File: src/rtl/wb_pkg.sv
// -----------------------------------------------------------------------------
// wb_pkg
// Shared definitions for the writeback arbiter:
//   - load funct3 encodings (F3_LB, F3_LH, F3_LW, F3_LBU, F3_LHU)
//   - wb_fifo_entry_t : buffered long-latency result {rd, data}
//   - wb_load_t       : result of load alignment {misalign, value}
//   - load_align()    : picks the byte/halfword/word at the byte offset and
//                       sign-/zero-extends it; flags illegal alignments
// -----------------------------------------------------------------------------
package wb_pkg;

    localparam logic [2:0] F3_LB  = 3'b000;
    localparam logic [2:0] F3_LH  = 3'b001;
    localparam logic [2:0] F3_LW  = 3'b010;
    localparam logic [2:0] F3_LBU = 3'b100;
    localparam logic [2:0] F3_LHU = 3'b101;

    typedef struct packed {
        logic [4:0]  rd;
        logic [31:0] data;
    } wb_fifo_entry_t;

    typedef struct packed {
        logic        misalign;
        logic [31:0] value;
    } wb_load_t;

    // Unknown funct3 encodings fall into the default arm and behave as LW.
    function automatic wb_load_t load_align(input logic [31:0] word,
                                            input logic [2:0]  funct3,
                                            input logic [1:0]  off);
        wb_load_t    res;
        logic [31:0] shifted;
        logic [7:0]  byte_sel;
        logic [15:0] half_sel;
        shifted  = word >> {off, 3'b000};
        byte_sel = shifted[7:0];
        half_sel = off[1] ? word[31:16] : word[15:0];
        res      = '0;
        case (funct3)
            F3_LB:  res.value = {{24{byte_sel[7]}}, byte_sel};
            F3_LBU: res.value = {24'h0, byte_sel};
            F3_LH: begin
                res.value    = {{16{half_sel[15]}}, half_sel};
                res.misalign = off[0];
            end
            F3_LHU: begin
                res.value    = {16'h0, half_sel};
                res.misalign = off[0];
            end
            default: begin
                res.value    = word;
                res.misalign = (off != 2'b00);
            end
        endcase
        return res;
    endfunction

endpackage

File: src/rtl/wb_result_fifo.sv
// -----------------------------------------------------------------------------
// wb_result_fifo
// Synchronous FIFO buffering long-latency results until the register file
// write port is free. Show-ahead: dout always presents the head entry.
// Ports:
//   clk, rst_n   clock / asynchronous active-low reset (empties the FIFO)
//   push, din    write an entry (ignored when full)
//   pop          remove the head entry (ignored when empty)
//   dout         head entry
//   count        number of stored entries
//   full, empty  status flags derived from count
// Parameter FIFO_DEPTH must be a power of two, >= 2.
// -----------------------------------------------------------------------------
module wb_result_fifo
    import wb_pkg::*;
#(
    parameter int FIFO_DEPTH = 4
) (
    input  logic                              clk,
    input  logic                              rst_n,
    input  logic                              push,
    input  logic                              pop,
    input  wb_fifo_entry_t                    din,
    output wb_fifo_entry_t                    dout,
    output logic [$clog2(FIFO_DEPTH+1)-1:0]   count,
    output logic                              full,
    output logic                              empty
);

    localparam int PW = $clog2(FIFO_DEPTH);
    localparam int CW = $clog2(FIFO_DEPTH + 1);

    wb_fifo_entry_t r_mem [FIFO_DEPTH];
    logic [PW-1:0]  r_wr_ptr;
    logic [PW-1:0]  r_rd_ptr;
    logic [CW-1:0]  r_count;
    logic           w_do_push;
    logic           w_do_pop;

    assign full      = (r_count == CW'(FIFO_DEPTH));
    assign empty     = (r_count == '0);
    assign count     = r_count;
    assign dout      = r_mem[r_rd_ptr];
    assign w_do_push = push & ~full;
    assign w_do_pop  = pop & ~empty;

    // NOTE: the storage array has no reset; resetting the pointers and count
    // is enough to discard stale entries, since dout is only used when !empty.
    always_ff @(posedge clk) begin
        if (w_do_push) begin
            r_mem[r_wr_ptr] <= din;
        end
    end

    // Pointers wrap naturally because FIFO_DEPTH is a power of two.
    // NOTE: sequential state is always assigned with <= so that every
    // register samples the pre-edge values of its neighbours.
    always_ff @(posedge clk or negedge rst_n) begin
        if (!rst_n) begin
            r_wr_ptr <= '0;
            r_rd_ptr <= '0;
            r_count  <= '0;
        end else begin
            if (w_do_push) r_wr_ptr <= r_wr_ptr + 1'b1;
            if (w_do_pop)  r_rd_ptr <= r_rd_ptr + 1'b1;
            r_count <= r_count + CW'(w_do_push) - CW'(w_do_pop);
        end
    end

endmodule

File: src/rtl/writeback_arbiter.sv
// -----------------------------------------------------------------------------
// writeback_arbiter
// Drives the register file write port from two sources: the in-order pipeline
// result (ALU result or raw load word, aligned here) and buffered long-latency
// (mul/div) results. The FIFO head wins when the pipeline is idle or when the
// starve counter forces a one-cycle pipe_stall.
// Ports:
//   clk, rst_n                       clock / async active-low reset
//   wb_valid, wb_rd, wb_data         pipeline result
//   wb_is_load, wb_funct3, wb_addr_lo load alignment controls
//   wb_accept                        pipeline result consumed (combinational)
//   lu_valid, lu_rd, lu_data         long-latency result offer
//   lu_ready                         FIFO can accept (registered)
//   pipe_stall                       pipeline must hold (registered)
//   misalign                         one-cycle pulse on illegal load alignment
//   rd, wr_en, rd_value              register file write port (registered)
//   pending_mask                     only with WB_PENDING_MASK_EN: bit n set
//                                    while a buffered entry targets xn
// Optional feature macro: WB_PENDING_MASK_EN
// -----------------------------------------------------------------------------
module writeback_arbiter
    import wb_pkg::*;
#(
    parameter int FIFO_DEPTH   = 4,
    parameter int STARVE_LIMIT = 8
) (
    input  logic        clk,
    input  logic        rst_n,
    input  logic        wb_valid,
    input  logic [4:0]  wb_rd,
    input  logic [31:0] wb_data,
    input  logic        wb_is_load,
    input  logic [2:0]  wb_funct3,
    input  logic [1:0]  wb_addr_lo,
    output logic        wb_accept,
    input  logic        lu_valid,
    input  logic [4:0]  lu_rd,
    input  logic [31:0] lu_data,
    output logic        lu_ready,
    output logic        pipe_stall,
    output logic        misalign,
    output logic [4:0]  rd,
    output logic        wr_en,
    output logic [31:0] rd_value
`ifdef WB_PENDING_MASK_EN
    ,
    output logic [31:0] pending_mask
`endif
);

    localparam int CW = $clog2(FIFO_DEPTH + 1);
    localparam int SW = $clog2(STARVE_LIMIT + 1);

    logic           r_lu_ready;
    logic           r_pipe_stall;
    logic           r_misalign;
    logic [4:0]     r_rd;
    logic           r_wr_en;
    logic [31:0]    r_rd_value;
    logic [SW-1:0]  r_starve;

    logic           w_push;
    logic           w_grant_lu;
    logic           w_grant_wb;
    logic           w_empty;
    logic           w_full;
    logic [CW-1:0]  w_count;
    logic [CW-1:0]  w_count_nxt;
    logic [SW-1:0]  w_starve_nxt;
    wb_fifo_entry_t w_din;
    wb_fifo_entry_t w_head;
    wb_load_t       w_load;

    // Entries for x0 are accepted (handshake completes) but never stored.
    assign w_push    = lu_valid & r_lu_ready & (lu_rd != 5'd0);
    assign w_din     = '{rd: lu_rd, data: lu_data};

    // Head wins on a forced stall or whenever the pipeline has nothing.
    assign w_grant_lu = ~w_empty & (r_pipe_stall | ~wb_valid);
    assign w_grant_wb = wb_valid & ~r_pipe_stall & ~w_grant_lu;
    assign wb_accept  = w_grant_wb;

    assign w_count_nxt = w_count + CW'(w_push) - CW'(w_grant_lu);
    assign w_load      = load_align(wb_data, wb_funct3, wb_addr_lo);

    wb_result_fifo #(
        .FIFO_DEPTH (FIFO_DEPTH)
    ) u_fifo (
        .clk   (clk),
        .rst_n (rst_n),
        .push  (w_push),
        .pop   (w_grant_lu),
        .din   (w_din),
        .dout  (w_head),
        .count (w_count),
        .full  (w_full),
        .empty (w_empty)
    );

    // NOTE: every variable driven here gets a default first, so no path can
    // leave it unassigned and infer a latch.
    always_comb begin
        w_starve_nxt = '0;
        if (!w_empty && !w_grant_lu && (r_starve != SW'(STARVE_LIMIT))) begin
            w_starve_nxt = r_starve + 1'b1;
        end
    end

    always_ff @(posedge clk or negedge rst_n) begin
        if (!rst_n) begin
            r_lu_ready   <= 1'b1;
            r_pipe_stall <= 1'b0;
            r_misalign   <= 1'b0;
            r_rd         <= '0;
            r_wr_en      <= 1'b0;
            r_rd_value   <= '0;
            r_starve     <= '0;
        end else begin
            r_lu_ready   <= (w_count_nxt < CW'(FIFO_DEPTH));
            r_starve     <= w_starve_nxt;
            // Stall is raised in the same cycle the counter shows the limit,
            // which forces the head grant and clears the counter next edge.
            r_pipe_stall <= (w_starve_nxt == SW'(STARVE_LIMIT));
            r_misalign   <= w_grant_wb & wb_is_load & w_load.misalign;
            r_wr_en      <= 1'b0;
            if (w_grant_lu) begin
                r_wr_en    <= 1'b1;
                r_rd       <= w_head.rd;
                r_rd_value <= w_head.data;
            end else if (w_grant_wb && (wb_rd != 5'd0)
                         && !(wb_is_load && w_load.misalign)) begin
                r_wr_en    <= 1'b1;
                r_rd       <= wb_rd;
                r_rd_value <= wb_is_load ? w_load.value : wb_data;
            end
        end
    end

    assign lu_ready   = r_lu_ready;
    assign pipe_stall = r_pipe_stall;
    assign misalign   = r_misalign;
    assign rd         = r_rd;
    assign wr_en      = r_wr_en;
    assign rd_value   = r_rd_value;

`ifdef WB_PENDING_MASK_EN
    // Per-register occupancy counts; a bit is pending while its count is
    // nonzero. Counts track push/pop so the mask follows every enqueue and
    // dequeue without scanning the FIFO.
    logic [CW-1:0] r_pend_cnt [32];
    logic [CW-1:0] w_pend_nxt [32];
    logic [31:0]   r_pending_mask;

    always_comb begin
        for (int i = 0; i < 32; i++) begin
            w_pend_nxt[i] = r_pend_cnt[i]
                          + CW'(w_push && (lu_rd == 5'(i)))
                          - CW'(w_grant_lu && (w_head.rd == 5'(i)));
        end
    end

    always_ff @(posedge clk or negedge rst_n) begin
        if (!rst_n) begin
            for (int i = 0; i < 32; i++) r_pend_cnt[i] <= '0;
            r_pending_mask <= '0;
        end else begin
            for (int i = 0; i < 32; i++) begin
                r_pend_cnt[i]     <= w_pend_nxt[i];
                r_pending_mask[i] <= (i != 0) && (w_pend_nxt[i] != '0);
            end
        end
    end

    assign pending_mask = r_pending_mask;
`endif

endmodule

File: config.mk
export PLATFORM = sky130hd
export DESIGN_NAME = writeback_arbiter
export DESIGN_NICKNAME = d
export VERILOG_FILES = /design/src/rtl/wb_pkg.sv /design/src/rtl/wb_result_fifo.sv /design/src/rtl/writeback_arbiter.sv
export SDC_FILE = /design/constraint.sdc
export NUM_CORES = 1
export LEC_CHECK = 0
export ABC_AREA = 1
export ABC_CLOCK_PERIOD_IN_PS = 8150
export CAP_MARGIN = 10
export CORE_MARGIN = 5
export CORE_UTILIZATION = 45
export DETAILED_ROUTE_END_ITERATION = 8
export PLACE_DENSITY = 0.68
export SYNTH_ARGS = -nofsm -noshare
export SYNTH_HDL_FRONTEND = slang
export SYNTH_SLANG_ARGS = --single-unit
File: constraint.sdc
create_clock -name clk -period 8.15 [get_ports clk]
set_input_delay 1.63 -clock clk [delete_from_list [all_inputs] [get_ports clk]]
set_output_delay 1.63 -clock clk [all_outputs]
set_load 0.01 [all_outputs]
* Word-level counts from Yosys, hierarchy flattened
Memories as Yosys holds them, arrays and structs flattened.
Cells that the tools add are included.
** Word-level totals
- Register bits :: 52
- Latch bits :: 0
- Bits in writable memories :: 148
- Bits in read-only memories :: 0
- Output and inout bits :: 42
- Memories :: 1
** Memory list
- u_fifo.r_mem :: words 4, width 37, rd ports 1, clocked after memory_dff 0, wr ports 1, RTL line wb_result_fifo.sv:33 : wb_fifo_entry_t r_mem [FIFO_DEPTH];
** Cells by class
- $add $sub $neg :: 7
- Multipliers :: 0
- Divide/modulo/power cells :: 0
- Order comparisons :: 1
- Eq/ne operators :: 6
- Shift-type cells :: 1
- Muxes and demuxes :: 13
- Bitwise gates (word level) :: 15
- Reductions and logical operators :: 16
** Operators by type and width (number)
- one-hot mux 32 bit (4 select lines) :: 1
- two-way mux 32 bit :: 3
- >> shifter 32 x 5 -> 8 bit :: 1
- two-way mux 16 bit :: 1
- two-way mux 5 bit :: 2
- nonzero test 5 bit :: 2
- bitwise AND 1 bit :: 9
- == test 3 bit, second input constant :: 3
- adder 3 x 1 -> 3 bit :: 2
- zero test 3 bit :: 2
- subtractor 3 x 1 -> 3 bit :: 2
- logical AND 1 bit :: 5
- inverter 1 bit :: 5
- adder 2 x 1 -> 2 bit, second input constant :: 2
- adder 4 x 1 -> 4 bit, second input constant :: 1
- == test 4 bit, second input constant :: 1
- two-way mux 1 bit :: 4
- two-way mux 4 bit :: 1
- != test 4 bit, second input constant :: 1
- nonzero test 2 bit :: 2
- OR reduction 2 bit :: 2
- == test 3 x 1 -> 1 bit, second input constant :: 1
- zero test 1 bit :: 3
- < comparator 3 bit, second input constant :: 1
- other kinds (2) :: 2

* Depth between registers and ports, before layout
- Depth after elaboration :: 9
- Mapped depth :: 11
- Mapped depth without buffers :: 10

* Modules after synthesis
A second synthesis with hierarchy kept.
** Unflattened totals
- Cells, all modules :: 1034
- Area total of the unflattened synthesis :: 9396.5 µm²
** Modules (own cells, without submodules)
- wb_result_fifo :: times used 1, cells an instance 527, area an instance 6249.7 µm², seq. area each 4619.4 µm²
- writeback_arbiter :: times used 1, cells an instance 507, area an instance 3146.8 µm², seq. area each 1127.3 µm²

* Worst setup path after synthesis
No wires, ideal clock.
- Path type :: input-to-reg
- Start point :: input lu_rd[3]
- End point :: memory u_fifo.r_mem[0][0] in the netlist's numbering, enable pin
- Library setup time :: 0.431 ns
- Data arrival time :: 3.537 ns
- Slack :: 4.181 ns
- Stages on the path :: 4
- Buffers on the path :: 0
- Path through :: nor3_1 nand2_1 nand4_1 nor2_1
** On the way
- Longest elaborated chain between the ends :: 5
** Ends and longest elaborated chain
- start: declaration :: RTL line writeback_arbiter.sv:37 : input logic [4:0] lu_rd,
- nonzero test 5 bit :: RTL line writeback_arbiter.sv:75 : assign w_push = lu_valid & r_lu_ready & (lu_rd != 5'd0);
- bitwise AND 1 bit :: RTL line writeback_arbiter.sv:75
- bitwise AND 1 bit :: RTL line wb_result_fifo.sv:44 : assign w_do_push = push & ~full;
- two-way mux 1 bit :: RTL line wb_result_fifo.sv:50 : if (w_do_push) begin
- two-way mux 1 bit (implied by the code) :: RTL line wb_result_fifo.sv:51 : r_mem[r_wr_ptr] <= din;
- end: declaration :: RTL line wb_result_fifo.sv:33
No other way between the ends.

* Worst setup path after layout
- Start point :: input wb_valid
- End point :: output wb_accept
** On the way
- Longest elaborated chain between the ends :: 5
- Elaborated cells between the ends (all ways) :: 6
** Ends and longest elaborated chain
- start: declaration :: RTL line writeback_arbiter.sv:29 : input logic wb_valid,
- inverter 1 bit :: RTL line writeback_arbiter.sv:79 : assign w_grant_lu = ~w_empty & (r_pipe_stall | ~wb_valid);
- OR 1 bit :: RTL line writeback_arbiter.sv:79
- bitwise AND 1 bit :: RTL line writeback_arbiter.sv:79
- inverter 1 bit :: RTL line writeback_arbiter.sv:80 : assign w_grant_wb = wb_valid & ~r_pipe_stall & ~w_grant_lu;
- bitwise AND 1 bit * :: RTL line writeback_arbiter.sv:80
- end: declaration :: RTL line writeback_arbiter.sv:35 : output logic wb_accept,
Mark *: on every way between the ends. The rest lies on a longest branch, timed or not.

==> flow_summary.json <==
{
  "cts_setup_buffers": 0,
  "die_area_um2": 23400,
  "synth-edff-count": 148,
  "setup.worst_path.start_class": "input pin",
  "tns_ps": 0,
  "avgRoutedWirePerCell_um": 16.6,
  "ctsLongestPathBuffers": 2,
  "via_per_inst": 5.00,
  "clock_latency_ps": 430,
  "fmax_ghz": 0.220,
  "final_area_um2": 11200,
  "cts_tree": "built",
  "status": "completed",
  "drt_wl_total_um": 22600,
  "skew_ps": 12.1,
  "use_met3": 0.0376,
  "die_w_um": 153,
  "grt_overflow": 0,
  "synth-seq-cells": 200,
  "synth_top_area_frac": 0.483,
  "io_pins": 126,
  "num_rows": 52,
  "ys.warnings.count": 0,
  "cts_sinks": 200,
  "portBuffers": 125,
  "synthCells": 973,
  "fin_crit_sh": 0.558,
  "synth_commonest_cells": "nand2_1 (336), edfxtp_1 (148), nand3_1 (92)",
  "finalHoldViolations": 0,
  "netlist_area_um2": 9210,
  "fp.dieH_um": 153,
  "gr-max-usage-layer": "met2",
  "max_stage_delay_ps": 580,
  "dp_hpwl_um": 14600,
  "slowest_stage": "clkdlybuf4s50_1",
  "path_common_cell": "clkdlybuf4s50_1",
  "relSlewSlack": 0.377,
  "drt_iter0_drc": 573,
  "crit_arrival_ps": 2920,
  "cts_buffers": 17,
  "h-tree-depth": 4,
  "drtPass1Iterations": 5,
  "initial_core_util": 0.456,
  "async_flop_share": 0.260,
  "rsz0062_at_grt": "no",
  "grt_pass1_vias": 6505,
  "cts-resized-gates": 0,
  "yosys.cell_types.count": 34,
  "fin_nets": 1175,
  "dpl_cell_area_um2": 10600,
  "end_kind": "output pin",
  "grt_usage": 0.193,
  "powerDensity_nw_per_um2": 309,
  "max-vdd-ir-drop_mv": 0.192,
  "met1_usage": 0.274,
  "yosysSeqAreaShare": 0.624,
  "root_buffer": "clkbuf_16",
  "grt_max_degree": 92,
  "grt_util_met2": 0.300,
  "post-route-min-period_ps": 4550,
  "min_path_type": "register to register",
  "synth_top_cell_by_area": "edfxtp_1",
  "cts_hold_buf": 0,
  "antenna-diode-count": 0,
  "cp.required_ps": 6520,
  "gp_congestion": 0.909,
  "drv_cap": 0,
  "crit_chain": "clkdlybuf4s50_1 > inv_1 > nor2_4 > clkdlybuf4s50_1",
  "worstSetupPathType": "input pin to output pin",
  "areaGrowthSynthToFinish_pct": 21.2,
  "worst_pin_slew_ps": 934,
  "synth_nets": 1068,
  "slew_viol_final": 0,
  "drc": 0,
  "synth.area.top_cells": "edfxtp_1 (48%), dfrtp_1 (14%), nand2_1 (14%)",
  "synth-main-ff-cell": "edfxtp_1",
  "antenna_found_initial": 0,
  "avgSynthCellArea_um2": 9.46,
  "path_clk_slew_ps": 60,
  "crit_fanout": 5,
  "grt_pass1_wl_um": 35400,
  "final-setup-viol-count": 0,
  "synth_most_common_cell": "nand2_1",
  "via_count": 6821,
  "power_leakage_uw": 0.00478,
  "drtAntennaViolNets": 0,
  "drive_gt1_frac": 0.0759,
  "core_um2": 20200
}
==> per-stage QoR <==
stage | hold WS (ps) | cells | power (µW) | utilization | setup slack, ps
6_report | 488 | 1363 | 3450 | 0.553 | 3600
4_1_cts | 490 | 1363 | 3470 | 0.553 | 3590
3_3_place_gp | 465 | 1331 | 2680 | 0.527 | 3580
5_1_grt | 513 | 1363 | 3670 | 0.553 | 3560
3_5_place_dp | 474 | 1331 | 2700 | 0.527 | 3590
2_1_floorplan | 474 | 973 | 2200 | - | 4180
==> report_power, final <==
part | internal [µW] | switching, µW
logic | 478 | 726
clock network | 395 | 377
registers | 1320 | 146
total | 2200 | 1250
==> sequential cells by signal, indices dropped and copies added (netlist names), 2 cells and up <==
register	count
rd	5
u_fifo.count	3
r_starve	4
u_fifo.r_rd_ptr	2
rd_value	32
u_fifo.r_mem	148
u_fifo.r_wr_ptr	2
==> layer usage <==
metal,vias to the layer above,share of wire
li1,3355,-
met2,234,0.46
met5,-,0
met3,33,0.061
met1,3199,0.45
met4,0,0.024
==> placed cells by master, fill, tap and decap left out, types with 4 or more instances in the layout <==
master and instances:
nand2_1 336, edfxtp_1 148, clkdlybuf4s50_1 124, nand3_1 92
inv_1 87, nor2_1 82, dfrtp_1 49, o21ai_0 46
or2_2 18, clkbuf_16 17, ha_1 10, o22ai_1 9
a21oi_1 8, inv_2 7, buf_4 7, nor2_4 6
nand2_2 6, clkinvlp_4 4
==> critical path, delay by kind of cell <==
kind / cells / cell delay [ps]
buf+inv: 3 / 1090
simple gates: 1 / 190
==> final timing paths <==
path                                  from                  to  slack, ps  cells after the start
min in group asynchronous            rst_n     u_fifo.count[1]       1320                      2
min reg2reg                   rd_value[25]        rd_value[25]        490                      2
max                               wb_valid           wb_accept       3600                      4
min                           rd_value[25]        rd_value[25]        490                      2
max in group asynchronous            rst_n  u_fifo.r_rd_ptr[0]       6330                      2
max reg2reg                u_fifo.count[1]         rd_value[4]       5500                      9
==> area by class of cell <==
cell class / count / area [µm²]
Multi-Input combinational cell: 635 / 2890
Timing Repair Buffer: 132 / 1300
Inverter: 94 / 353
Tap cell: 270 / 338
Sequential cell: 200 / 5750
Clock buffer: 20 / 437
Fill cell: 1815 / 9010
Clock inverter: 12 / 96.3
==> kinds of logic (layout without fill, tap and decap cells) <==
group / after synthesis / after routing / share of synthesized area
buffers and inverters: 138 / 258 / 0.0652
xor gates and xnor gates: 5 / 5 / 0.00476
adders and majority gates: 11 / 11 / 0.0158
DFF: 200 / 200 / 0.624
AOI/OAI and AO/OA: 66 / 66 / 0.0377
and+or+nand+nor: 553 / 553 / 0.252
No activity file was read; power rests on OpenSTA's default activity.
